File: src/rtl/dcache_bridge_if.sv
// rtl/dcache_bridge_if.sv - data-memory bus between dcache_bridge and the memory
// Signals:
//   mem_req    bus request, held until mem_ack
//   mem_we     1 = write
//   mem_addr   doubleword-aligned byte address
//   mem_wdata  write data already shifted to its byte lanes
//   mem_wstrb  byte enables, zero for reads
//   mem_ack    transfer completes; mem_rdata valid in the same cycle
//   mem_rdata  read data
// Modports: master (bridge side), slave (memory side).
interface dcache_bridge_if #(
  parameter int ADDR_W = 64,
  parameter int DATA_W = 64
);
  logic                  mem_req;
  logic                  mem_we;
  logic [ADDR_W-1:0]     mem_addr;
  logic [DATA_W-1:0]     mem_wdata;
  logic [DATA_W/8-1:0]   mem_wstrb;
  logic                  mem_ack;
  logic [DATA_W-1:0]     mem_rdata;

  modport master (
    output mem_req, mem_we, mem_addr, mem_wdata, mem_wstrb,
    input  mem_ack, mem_rdata
  );

  modport slave (
    input  mem_req, mem_we, mem_addr, mem_wdata, mem_wstrb,
    output mem_ack, mem_rdata
  );
endinterface

File: src/rtl/dcache_bridge.sv
// rtl/dcache_bridge.sv - load/store responder bridging the MEM stage to a 64-bit data bus
// Ports:
//   clk, rst_n           clock (rising edge), asynchronous active-low reset
//   req_valid_i          EX/MEM holds a load or store this cycle
//   req_we_i             1 = store, 0 = load
//   req_addr_i           byte address
//   req_funct3_i         access size in [1:0] (B/H/W/D); bit 2 is used by MEM only
//   req_wdata_i          right-aligned store data
//   dcache_data_valid_o  result ready / nothing pending; MEM stalls while low
//   dcache_data_o        load data with the addressed bytes shifted down to bit 0
//   misalign_o           one-cycle pulse with valid for a misaligned access
//   mem_bus              data-memory bus (dcache_bridge_if.master)
// Optional feature: define DCACHE_LINEBUF_EN for a one-doubleword load buffer
// that serves repeat loads without a bus transfer.
module dcache_bridge #(
  parameter int ADDR_W = 64,
  parameter int DATA_W = 64
) (
  input  logic                clk,
  input  logic                rst_n,
  input  logic                req_valid_i,
  input  logic                req_we_i,
  input  logic [ADDR_W-1:0]   req_addr_i,
  input  logic [2:0]          req_funct3_i,
  input  logic [DATA_W-1:0]   req_wdata_i,
  output logic                dcache_data_valid_o,
  output logic [DATA_W-1:0]   dcache_data_o,
  output logic                misalign_o,
  dcache_bridge_if.master     mem_bus
);

  typedef enum logic [1:0] {
    S_IDLE = 2'd0,
    S_BUS  = 2'd1,
    S_DONE = 2'd2
  } state_e;

  state_e              state_q, state_d;
  logic [ADDR_W-1:0]   addr_q, addr_d;
  logic                we_q, we_d;
  logic [DATA_W-1:0]   wdata_q, wdata_d;
  logic [7:0]          wstrb_q, wstrb_d;
  logic [DATA_W-1:0]   data_q, data_d;
  logic                misalign_q, misalign_d;

  // Request decode: byte offset, size mask, alignment.
  logic [2:0]          req_off;
  logic [1:0]          req_size;
  logic [7:0]          req_mask;
  logic                req_misaligned;
  logic [7:0]          req_wstrb;
  logic [DATA_W-1:0]   req_wdata_sh;
  logic                lookup_hit;

  assign req_off  = req_addr_i[2:0];
  assign req_size = req_funct3_i[1:0];

  // funct3[2] only selects sign/zero extension, which MEM does.
  logic unused_funct3_bit2;
  assign unused_funct3_bit2 = req_funct3_i[2];

  always_comb begin
    req_mask       = 8'h01;
    req_misaligned = 1'b0;
    case (req_size)
      2'd0: begin
        req_mask       = 8'h01;
        req_misaligned = 1'b0;
      end
      2'd1: begin
        req_mask       = 8'h03;
        req_misaligned = req_off[0];
      end
      2'd2: begin
        req_mask       = 8'h0F;
        req_misaligned = |req_off[1:0];
      end
      default: begin
        req_mask       = 8'hFF;
        req_misaligned = |req_off;
      end
    endcase
  end

  assign req_wstrb    = req_mask << req_off;
  assign req_wdata_sh = req_wdata_i << {req_off, 3'b000};

`ifdef DCACHE_LINEBUF_EN
  logic                buf_valid_q, buf_valid_d;
  logic [ADDR_W-4:0]   buf_tag_q, buf_tag_d;
  logic [DATA_W-1:0]   buf_data_q, buf_data_d;
  logic [DATA_W-1:0]   buf_rdata;

  // A load whose doubleword sits in the buffer completes in IDLE this cycle.
  assign lookup_hit = req_valid_i && !req_we_i && !req_misaligned && buf_valid_q &&
                      (buf_tag_q == req_addr_i[ADDR_W-1:3]);
  assign buf_rdata  = buf_data_q >> {req_off, 3'b000};

  always_comb begin
    buf_valid_d = buf_valid_q;
    buf_tag_d   = buf_tag_q;
    buf_data_d  = buf_data_q;
    if (state_q == S_BUS && mem_bus.mem_ack) begin
      if (!we_q) begin
        buf_valid_d = 1'b1;
        buf_tag_d   = addr_q[ADDR_W-1:3];
        buf_data_d  = mem_bus.mem_rdata;
      end else if (buf_valid_q && buf_tag_q == addr_q[ADDR_W-1:3]) begin
        // Write-through: keep the buffered copy coherent with the store.
        for (int i = 0; i < 8; i++) begin
          if (wstrb_q[i]) begin
            buf_data_d[8*i +: 8] = wdata_q[8*i +: 8];
          end
        end
      end
    end
  end

  always_ff @(posedge clk or negedge rst_n) begin
    if (!rst_n) begin
      buf_valid_q <= 1'b0;
      buf_tag_q   <= '0;
      buf_data_q  <= '0;
    end else begin
      buf_valid_q <= buf_valid_d;
      buf_tag_q   <= buf_tag_d;
      buf_data_q  <= buf_data_d;
    end
  end

  assign dcache_data_o = (state_q == S_IDLE && lookup_hit) ? buf_rdata : data_q;
`else
  assign lookup_hit    = 1'b0;
  assign dcache_data_o = data_q;
`endif

  always_comb begin
    state_d             = state_q;
    addr_d              = addr_q;
    we_d                = we_q;
    wdata_d             = wdata_q;
    wstrb_d             = wstrb_q;
    data_d              = data_q;
    misalign_d          = misalign_q;
    dcache_data_valid_o = 1'b0;
    case (state_q)
      S_IDLE: begin
        dcache_data_valid_o = ~req_valid_i;
        if (req_valid_i) begin
          if (req_misaligned) begin
            misalign_d = 1'b1;
            data_d     = '0;
            state_d    = S_DONE;
          end else if (lookup_hit) begin
            dcache_data_valid_o = 1'b1;
          end else begin
            addr_d     = req_addr_i;
            we_d       = req_we_i;
            wdata_d    = req_wdata_sh;
            wstrb_d    = req_wstrb;
            misalign_d = 1'b0;
            state_d    = S_BUS;
          end
        end
      end
      S_BUS: begin
        if (mem_bus.mem_ack) begin
          data_d  = we_q ? '0 : (mem_bus.mem_rdata >> {addr_q[2:0], 3'b000});
          state_d = S_DONE;
        end
      end
      S_DONE: begin
        // The MEM stage consumes the result this cycle; req_valid_i is stale.
        dcache_data_valid_o = 1'b1;
        state_d             = S_IDLE;
      end
      default: begin
        state_d = S_IDLE;
      end
    endcase
  end

  always_ff @(posedge clk or negedge rst_n) begin
    if (!rst_n) begin
      state_q    <= S_IDLE;
      addr_q     <= '0;
      we_q       <= 1'b0;
      wdata_q    <= '0;
      wstrb_q    <= '0;
      data_q     <= '0;
      misalign_q <= 1'b0;
    end else begin
      state_q    <= state_d;
      addr_q     <= addr_d;
      we_q       <= we_d;
      wdata_q    <= wdata_d;
      wstrb_q    <= wstrb_d;
      data_q     <= data_d;
      misalign_q <= misalign_d;
    end
  end

  // Bus outputs come straight from state, so the request drops as soon as
  // the ack moves the FSM on, and a reset clears them immediately.
  assign mem_bus.mem_req   = (state_q == S_BUS);
  assign mem_bus.mem_we    = (state_q == S_BUS) && we_q;
  assign mem_bus.mem_addr  = {addr_q[ADDR_W-1:3], 3'b000};
  assign mem_bus.mem_wdata = wdata_q;
  assign mem_bus.mem_wstrb = (state_q == S_BUS && we_q) ? wstrb_q : 8'h00;
  assign misalign_o        = (state_q == S_DONE) && misalign_q;

endmodule
File: src/flat_wrapper.sv
// flat-port wrapper written by rule: the top's interface ports become plain ports
module dcache_bridge_flat 
#(
  parameter int ADDR_W = 64,
  parameter int DATA_W = 64
)
  (clk, rst_n, req_valid_i, req_we_i, req_addr_i, req_funct3_i, req_wdata_i, dcache_data_valid_o, dcache_data_o, misalign_o, mem_bus_mem_req, mem_bus_mem_we, mem_bus_mem_addr, mem_bus_mem_wdata, mem_bus_mem_wstrb, mem_bus_mem_ack, mem_bus_mem_rdata);
  dcache_bridge_if #(.ADDR_W(ADDR_W), .DATA_W(DATA_W)) mem_bus_i ();
  input  logic clk;
  input  logic rst_n;
  input  logic req_valid_i;
  input  logic req_we_i;
  input  logic [ADDR_W-1:0] req_addr_i;
  input  logic [2:0] req_funct3_i;
  input  logic [DATA_W-1:0] req_wdata_i;
  output logic dcache_data_valid_o;
  output logic [DATA_W-1:0] dcache_data_o;
  output logic misalign_o;
  output wire logic [$bits(mem_bus_i.mem_req)-1:0] mem_bus_mem_req;
  output wire logic [$bits(mem_bus_i.mem_we)-1:0] mem_bus_mem_we;
  output wire logic [$bits(mem_bus_i.mem_addr)-1:0] mem_bus_mem_addr;
  output wire logic [$bits(mem_bus_i.mem_wdata)-1:0] mem_bus_mem_wdata;
  output wire logic [$bits(mem_bus_i.mem_wstrb)-1:0] mem_bus_mem_wstrb;
  input wire logic [$bits(mem_bus_i.mem_ack)-1:0] mem_bus_mem_ack;
  input wire logic [$bits(mem_bus_i.mem_rdata)-1:0] mem_bus_mem_rdata;
  assign mem_bus_mem_req = mem_bus_i.mem_req;
  assign mem_bus_mem_we = mem_bus_i.mem_we;
  assign mem_bus_mem_addr = mem_bus_i.mem_addr;
  assign mem_bus_mem_wdata = mem_bus_i.mem_wdata;
  assign mem_bus_mem_wstrb = mem_bus_i.mem_wstrb;
  assign mem_bus_i.mem_ack = mem_bus_mem_ack;
  assign mem_bus_i.mem_rdata = mem_bus_mem_rdata;
  dcache_bridge #(.ADDR_W(ADDR_W), .DATA_W(DATA_W)) u_core (.clk(clk), .rst_n(rst_n), .req_valid_i(req_valid_i), .req_we_i(req_we_i), .req_addr_i(req_addr_i), .req_funct3_i(req_funct3_i), .req_wdata_i(req_wdata_i), .dcache_data_valid_o(dcache_data_valid_o), .dcache_data_o(dcache_data_o), .misalign_o(misalign_o), .mem_bus(mem_bus_i));
endmodule
File: config.mk
export PLATFORM = sky130hd
export DESIGN_NAME = dcache_bridge_flat
export DESIGN_NICKNAME = d
export VERILOG_FILES = /design/src/rtl/dcache_bridge_if.sv /design/src/rtl/dcache_bridge.sv /design/src/flat_wrapper.sv
export SDC_FILE = /design/constraint.sdc
export NUM_CORES = 1
export LEC_CHECK = 0
export CORE_AREA = 4 4 155 157
export DETAILED_ROUTE_END_ITERATION = 10
export DIE_AREA = 0 0 159 161
export DONT_BUFFER_PORTS = 1
export PLACE_DENSITY = 0.65
export SLEW_MARGIN = 30
export SYNTH_ARGS = -nofsm -noshare
export SYNTH_HDL_FRONTEND = slang
export SYNTH_SLANG_ARGS = --single-unit
File: constraint.sdc
create_clock -name clk -period 2.19 [get_ports clk]
set_input_delay 0.657 -clock clk [delete_from_list [all_inputs] [get_ports clk]]
set_output_delay 0.657 -clock clk [all_outputs]
set_load 0.02 [all_outputs]
== Word level (Yosys, flattened, before mapping) ==
Index checks and enable logic that the tools add are counted.

* Add/sub/neg operators: 0
* Multipliers: 0
* Div/mod/pow operators: 0
* Magnitude comparators: 0
* Equal/unequal tests: 7
* Shifts and indexed selects: 3
* Muxes and demuxes: 14
* Bitwise gates (word level): 2
* Reduce and logical (&&, ||, !) cells: 11

{| class="wikitable"
|+ Operator list
! operator !! number
|-
| 2-to-1 mux 64 bit || 4
|-
| case mux 64 bit (2 select lines) || 1
|-
| left shift 64 x 6 -> 64 bit || 1
|-
| right shift 64 x 6 -> 64 bit || 1
|-
| case mux 8 bit (3 select lines) || 1
|-
| 2-to-1 mux 8 bit || 1
|-
| left shift 8 x 3 -> 8 bit || 1
|-
| 2-to-1 mux 2 bit || 3
|-
| == test 2 x 1 -> 1 bit, second input constant || 2
|-
| == test 2 bit, second input constant || 2
|-
| logical NOT 2 bit || 2
|-
| != test 2 x 1 -> 1 bit, second input constant || 2
|-
| case mux 2 bit (2 select lines) || 1
|-
| AND reduction 2 bit || 2
|-
| AND reduction 4 bit || 1
|-
| case mux 1 bit (3 select lines) || 1
|-
| AND reduction 3 bit || 1
|-
| OR reduction 3 bit || 1
|-
| logical AND 1 bit || 2
|-
| != test 2 bit, second input constant || 1
|-
| NOT 1 bit || 2
|-
| case mux 1 bit (2 select lines) || 1
|-
| nonzero test 2 bit || 1
|-
| OR reduction 2 bit || 1
|-
| 2-to-1 mux 1 bit || 1
|}

* Bits in registers: 204
* Bits in latches: 0
* Memory bits (writable): 0
* Memory bits (read-only): 0
* Input port bits: 200
* Logic and storage cells: 44
* Memories kept: 0

== Depth between registers and ports, before layout ==
Gate-level depths: netlist of run 1.

* Depth after elaboration: 5
* Gate-level depth with buffers: 8
* Depth with buffers taken out: 4

== Worst setup path after synthesis of run 1 ==
No wires, ideal clock.

* Path kind: input to register
* From: input port req_funct3_i[0]
* To: register u_core.data_q[11] (netlist: u_core.dcache_data_o[11])
* Setup time: 0.122 ns
* Arrival: 1.869 ns
* Required time: 2.068 ns
* Setup slack: 0.200 ns
* Cell stages on the path: 7
* Buffers on the path: 3
* Cell sequence: buf_4 a21oi_1 o211a_1 or2_1 buf_4 buf_2 a32o_1

* Longest elaborated chain between the ends: 4

{| class="wikitable"
|+ Ends and longest elaborated chain
! what !! RTL line !! source
|-
| start: declaration || flat_wrapper.sv:14 || <nowiki>input logic [2:0] req_funct3_i;</nowiki>
|-
| == test 2 bit, or another cell as far along || dcache_bridge.sv:65 || <nowiki>case (req_size)</nowiki>
|-
| case mux 1 bit (3 select lines) (*) || dcache_bridge.sv:65 ||
|-
| != test 2 x 1 -> 1 bit (no source line) (*) || n/a ||
|-
| AND reduction 4 bit (no source line) (*) || n/a ||
|-
| end signal: assignment || dcache_bridge.sv:198 || <nowiki>data_q <= data_d;</nowiki>
|-
| end: declaration || dcache_bridge.sv:43 || <nowiki>logic [DATA_W-1:0] data_q, data_d;</nowiki>
|}

Every way passes the cells marked *; elsewhere a longest branch is shown, timed or not.
A chain may end at the register's enable or synchronous reset.

== Worst setup path after layout of run 1 ==
* From: register u_core.state_q[1]
* To: output port mem_bus_mem_wstrb[4]

* Longest elaborated chain between the ends: 3

{| class="wikitable"
|+ Ends and longest elaborated chain
! what !! RTL line !! source
|-
| start: declaration || dcache_bridge.sv:38 || <nowiki>state_e state_q, state_d;</nowiki>
|-
| start signal: assignment || dcache_bridge.sv:193 || <nowiki>state_q <= state_d;</nowiki>
|-
| == test 2 x 1 -> 1 bit || n/a ||
|-
| named net mem_bus_mem_req || flat_wrapper.sv:19 || <nowiki>output wire logic [$bits(mem_bus_i.mem_req)-1:0] mem_bus_mem_req;</nowiki>
|-
| logical AND 1 bit || dcache_bridge.sv:209 || <nowiki>assign mem_bus.mem_wstrb = (state_q == S_BUS && we_q) ? wstrb_q : 8'h00;</nowiki>
|-
| 2-to-1 mux 8 bit || dcache_bridge.sv:209 ||
|-
| end: declaration || flat_wrapper.sv:23 || <nowiki>output wire logic [$bits(mem_bus_i.mem_wstrb)-1:0] mem_bus_mem_wstrb;</nowiki>
|}

The timed path passes the listed nets, and every way through them passes these cells.

==> reports/metrics.yaml, run 1 <==
status: "complete, but fails checks"
violations: "hold timing, setup timing"
placed_cells: 1354
cts.clk_slew.worst_paths_ns: 0.06
die_w_um: 159
regArea_um2: 5110
num_rows: 55
hp-class: "in -> async"
dp_hpwl_um: 25800
cts-buffers-inserted: 23
die_h_um: 161
synth_most_common_cell: "nand2_1"
initial_core_util: 0.495
crit_path_max_incr_delay_ns: 0.45
p_total_mw: 14.5
clkSinkCount: 204
ctsRootBufferMaster: "clkbuf_16"
critPathTopFamily: "simple AND/OR/NAND/NOR gates"
first_pass_iters: 8
grt_pass1_vias: 8653
fin_cells: 1397
multiInputGateArea_um2: 5170
clock_latency_ns: 0.52
synth_edf_count: 0
routed_wl_um: 35400
critical_path.max_fanout: 7
maxCapViolCount: 0
synth_ff_type: "dfrtp_1"
ys_seq_area_frac: 0.458
place_ws_ns: 0.162
timing.final.ws_setup_ns: -0.0679
ys_async_sr_fraction: 1.00
grt_pass1_wl_um: 54600
netlist_instances: 1190
avgSynthCellArea_um2: 9.36
vias_per_cell: 6.31
powerDensity_nw_per_um2: 1230
drtAntennaViolNets: 0
grt-ovfl-total: 0
io_pins: 404
rsz0062_at_grt: "yes"
timing.final.crit_period_ns: 2.26
crit_buf_inv: 0
yosysTopAreaCellShare: 0.458
synth_top_cell_by_area: "dfrtp_1"
final.setup_skew_ns: 0.00701
cp-end-kind: "output port"
drv_slew: 0
antenna_found_initial: 0
max_freq_mhz: 443
drive_gt1_frac: 0.147
worst_pin_slew_ns: 0.732
clk_path_buf_depth: 3
h-tree-depth: 1
vdd_ir_drop_max_v: 0.000615
slowest_stage: "dfrtp_2"
cts_tree: "built"
tns_ns: -0.380
report.final.hold_viol_count: 204
synth-seq-cells: 204
wl_per_cell_um: 25.4
grtUsageTotal: 0.266
crit_type: "reg -> out"
io_buffer_count: 0
synth_common_cells: "289 x nand2_1, 204 x dfrtp_1, 71 x buf_4"
grt_max_degree: 205
hold_ws_ns: -0.169
synth_area_um2: 11100
place_congestion: 0.948
fillerInstances: 2080
antenna-diode-count: 0
cellLeakagePower_nw: 5.42
nets: 1297
first_iter_violations: 953
core_um2: 22500
max_slew_margin: 0.509
num_vias: 8815
setup_violations: 6
post-route-period-util: 1.03
drc: 0
arrival_ns: 1.60
path_cells: "and2b_4 -> and3_4"
cp-start-kind: "flip-flop"
dieArea_um2: 25600
cp.required_ns: 1.53
area_delta_synth_final_pct: 5.96
netlist_top_cells_area: "dfrtp_1 46%, nand2_1 9.7%, mux2i_1 5.9%"
ys_warn_count: 0
synthDistinctLibCells: 57
[kinds of logic (layout without fill, tap and decap cells)]
logic type / after synthesis / in the layout / share of synthesized area
AO/OA/AOI/OAI: 310 / 310 / 0.201
buffers and inverters: 168 / 87 / 0.0863
flip-flops: 204 / 204 / 0.458
multiplexers: 114 / 114 / 0.109
other: 1 / 3 / 0.000337
AND/OR/NAND/NOR: 393 / 394 / 0.145
[registers in the layout, summed over array words and instances (netlist names)]
| name | cells |
|---|---|
| u_core.addr_q | 64 |
| u_core.dcache_data_o | 64 |
| u_core.mem_bus.mem_wdata | 64 |
| u_core.misalign_q | 1 |
| u_core.state_q | 2 |
| u_core.we_q | 1 |
| u_core.wstrb_q | 8 |
[per-layer routing]
metal	vias up	GRT usage	wire (um)	share of wire
met3	60	0.0954	3920	0.11
met1	4277	0.323	12900	0.36
met2	493	0.450	17500	0.50
li1	3985	-	-	-
met5	-	0	0	0
met4	0	0.0793	1080	0.030
[cell usage in the layout (no fill, tap or decap), types with 23 or more instances in the layout]
cell type,count
o21ai_0,38
mux2_2,36
dfrtp_1,201
o31ai_1,30
a21oi_1,39
o21ai_1,48
clkbuf_16,23
nor2_1,50
buf_4,32
a22oi_1,23
nand2_1,289
mux2i_1,66
[worst paths after layout]
| path | startpoint | end | slack [ns] | cells after the start |
|---|---|---|---|---|
| min in group clk | mem_bus_mem_ack | u_core.state_q[0] | 0.22 | 1 |
| min | rst_n | u_core.addr_q[44] | -0.17 | 0 |
| max | u_core.state_q[1] | mem_bus_mem_wstrb[4] | -0.07 | 2 |
| min reg2reg | u_core.wstrb_q[2] | u_core.wstrb_q[2] | 0.47 | 2 |
| max in group asynchronous | rst_n | u_core.mem_bus.mem_wdata[1] | 2.17 | 0 |
| max reg2reg | u_core.state_q[1] | u_core.dcache_data_o[55] | 0.14 | 4 |
[final cells by class]
type / instances / area share
Clock buffer: 31 / 0.0555
Sequential cell: 204 / 0.433
Timing Repair Buffer: 40 / 0.0339
Tap cell: 285 / 0.0302
Clock inverter: 9 / 0.00742
Multi-Input combinational cell: 821 / 0.438
Inverter: 7 / 0.00223
[where the power goes]
part	total, mW	internal (mW)	leakage (nW)	switching [mW]
registers	7.06	4.85	2.66	2.21
logic	3.66	1.50	2.39	2.15
clock network	3.80	2.22	0.370	1.57
total	14.5	8.58	5.42	5.94
[timing repair]
item	4_1_cts	5_1_grt
pin swaps	3	2
gates resized for setup	18	5
cloned	1	0
buffers inserted	2	0
setup endpoints to repair	10	12
endpoints found under the hold margin	204	204
[metrics by stage]
stage / instance area [um^2] / util
floorplan: 11200 / -
global placement: 11000 / 0.488
detailed placement: 11000 / 0.488
CTS: 11800 / 0.524
global route: 11800 / 0.525
finish: 11800 / 0.525
No activity file was read; power rests on OpenSTA's default activity.
==> run 2, diff against run 1 <==
Settings changed: PLACE_DENSITY 0.65 to unset, PLACE_DENSITY_LB_ADDON set to 0.08.
==> run 2 against run 1 <==
Net effect: the flow still finishes with violations (hold timing, setup timing); clock power grew 1%; via count down 2.7%; highest routed layer unchanged; non-clock buffer count rose by 1; setup slack improved by 0.022 ns; combinational power about the same; critical endpoint is now mem_bus_mem_wstrb[6]; clock-buffer cell count rose by 2; total power increased by 0.56%; core utilization grew 0.14 points; sequential power hardly changed; global-route usage shrank 0.28 points.
==> reports/metrics.yaml, run 2 (synthesized netlist as in run 1, its figures left out) <==
max_slew_margin: 0.375  # -0.134
switching_share: 0.407  # -0.00266
critical_path.max_fanout: 8  # +1
combinationalPowerShare: 0.252  # about the same
rsz0062_at_grt: "yes"
io_pins: 404  # unchanged
p_int_mw: 8.66  # +1.0%
grt_pass1_wl_um: 53700  # -1.6%
timing.final.crit_period_ns: 2.24  # -0.0217 ns
crit_path_start: "u_core.state_q[1]"
area_delta_synth_final_pct: 6.24
cts_tree: "built"
violations: "hold timing, setup timing"
placed_cells: 1355  # +0.074%
vias_per_cell: 6.14  # -2.7%
wl_per_cell_um: 25.4  # about the same
met3_usage: 0.0888  # -0.00663
first_pass_iters: 5  # -3
routed_wl_um: 35400  # about the same
io_buffer_count: 0  # unchanged
arrival_ns: 1.58  # -0.02 ns
grt_max_degree: 205  # unchanged
drive_gt1_frac: 0.145  # -0.00270
dieArea_um2: 25600  # unchanged
ctsRootBufferMaster: "clkbuf_16"
crit_buf_inv: 0  # unchanged
powerDensity_nw_per_um2: 1230  # +0.30%
dp_hpwl_um: 25700  # -0.12%
fillerInstances: 2099  # +0.91%
grt-ovfl-total: 0  # unchanged
vdd_ir_drop_max_v: 0.000555  # -9.7%
post-route-period-util: 1.02  # -0.00992
antenna-diode-count: 0  # unchanged
cp-start-kind: "flip-flop"
initial_core_util: 0.495  # unchanged
critPathTopFamily: "simple AND/OR/NAND/NOR gates"
antenna_found_initial: 0  # unchanged
die_w_um: 159  # unchanged
timing.final.ws_setup_ns: -0.0462  # +0.0217 ns
grtUsageTotal: 0.264  # -0.00279
maxCapViolCount: 0  # unchanged
hp-class: "in -> async"
drv_slew: 0  # unchanged
crit_type: "reg -> out"
grtUsageMet2: 0.433  # -0.0171
first_iter_violations: 766  # -20%
hold_ws_ns: -0.162  # +0.00650 ns
seqPwrFrac: 0.485  # about the same
setup_violations: 6  # unchanged
cts.clk_slew.worst_paths_ns: 0.06  # about the same
drtAntennaViolNets: 0  # unchanged
h-tree-depth: 1  # unchanged
fin_cells: 1397  # unchanged
status: "complete, but fails checks"
clkSinkCount: 204  # unchanged
crit_path_max_incr_delay_ns: 0.45  # about the same
worst_pin_slew_ns: 0.935  # +0.203 ns
clock_latency_ns: 0.51  # about the same
final.setup_skew_ns: 0.00978  # +0.00277 ns
path_cells: "and2b_4 -> and3_4"
grt_use_met1: 0.319  # -0.00333
grt.busiest_layer: "met2"
nets: 1299  # +0.15%
die_h_um: 161  # unchanged
place_congestion: 0.885  # -6.7%
num_rows: 55  # unchanged
drc: 0  # unchanged
cellLeakagePower_nw: 5.43  # +0.22%
num_vias: 8577  # -2.7%
tns_ns: -0.258  # +0.123 ns
report.final.hold_viol_count: 204  # unchanged
clk_path_buf_depth: 3  # unchanged
grt_pass1_vias: 8661  # +0.092%
clkPwrFrac: 0.263  # about the same
slowest_stage: "dfrtp_2"
switching_power_mw: 5.94  # about the same
core_um2: 22500  # unchanged
cp-end-kind: "output port"
cp.required_ns: 1.53  # about the same
cts-buffers-inserted: 24  # +4.3%
worstReg2RegStart: "u_core.state_q[1]"
final_cell_mix: "289 x nand2_1, 201 x dfrtp_1, 66 x mux2i_1"
layout_commonest_cell: "nand2_1"
max_freq_mhz: 447  # +0.97%
-- run 2: changes by cell type in the layout (fill, tap and decap cells not counted), sizes merged --
cell / delta
clkinv: -1
clkbuf: +2
clkinvlp: -1
inv: -1
buf: +1
-- run 2: timing repair --
item                                   CTS  global route
endpoints found under the hold margin  204           204
setup buffers                            0             2
cloned                                   1             0
gates resized for setup                 19             1
setup endpoints to repair               10            11
-- run 2: area by class of cell --
cell class	instances	area (um^2)	area share
multi-input cells	821	5160	0.436
flip-flops and latches	204	5110	0.432
clock buffers	33	684	0.0578
repair buffers	41	433	0.0366
well taps	285	357	0.0301
clock inverters	6	66.3	0.00560
inverters	7	26.3	0.00222
-- run 2: metrics by stage --
| stage | hold slack (ns) | setup WS (ns) | area [um^2] | utilization | power (mW) |
|---|---|---|---|---|---|
| 3_5_place_dp | 0.367 | 0.170 | 11000 | 0.490 | 10.8 |
| 2_1_floorplan | 0.361 | 0.200 | 11200 | - | 10.1 |
| 4_1_cts | -0.190 | -0.0777 | 11800 | 0.525 | 14.7 |
| 6_report | -0.162 | -0.0462 | 11800 | 0.526 | 14.6 |
| 5_1_grt | -0.193 | -0.103 | 11800 | 0.526 | 15.4 |
| 3_3_place_gp | 0.366 | 0.188 | 11000 | 0.490 | 10.7 |
-- run 2: routing by layer --
layer / wire [um] / vias to the layer above
li1: - / 3998
met1: 13400 / 4109
met2: 16900 / 390
met3: 3460 / 80
met4: 1620 / 0
met5: 0 / -
-- run 2: worst register-to-register path, stage by stage, from the launching register on --
cell and delay, ns:
dfrtp_2 0.45, and2b_2 0.26, buf_4 0.12, nand3b_1 0.14
nor2_1 0.62, a221o_1 0.26
-- run 2: power by group through the flow --
stage                     registers [mW]  logic, mW  clock network (mW)
final                               7.09       3.67                3.84
after global routing                7.21       4.06                4.10
after CTS                           7.13       3.65                3.93
after global placement              7.16       3.56                   0
after detailed placement            7.17       3.63                   0
after floorplan                     6.14       3.95                   0
-- run 2: path summary, 6_finish.rpt --
check / slack [ns] / cells after the start / to
max reg2reg: 0.27 / 5 / u_core.dcache_data_o[3]
min: -0.16 / 0 / u_core.addr_q[45]
min reg2reg: 0.48 / 2 / u_core.wstrb_q[5]
max: -0.05 / 2 / mem_bus_mem_wstrb[6]
min in group clk: 0.22 / 1 / u_core.state_q[0]
max in group asynchronous: 2.08 / 0 / u_core.mem_bus.mem_wdata[58]
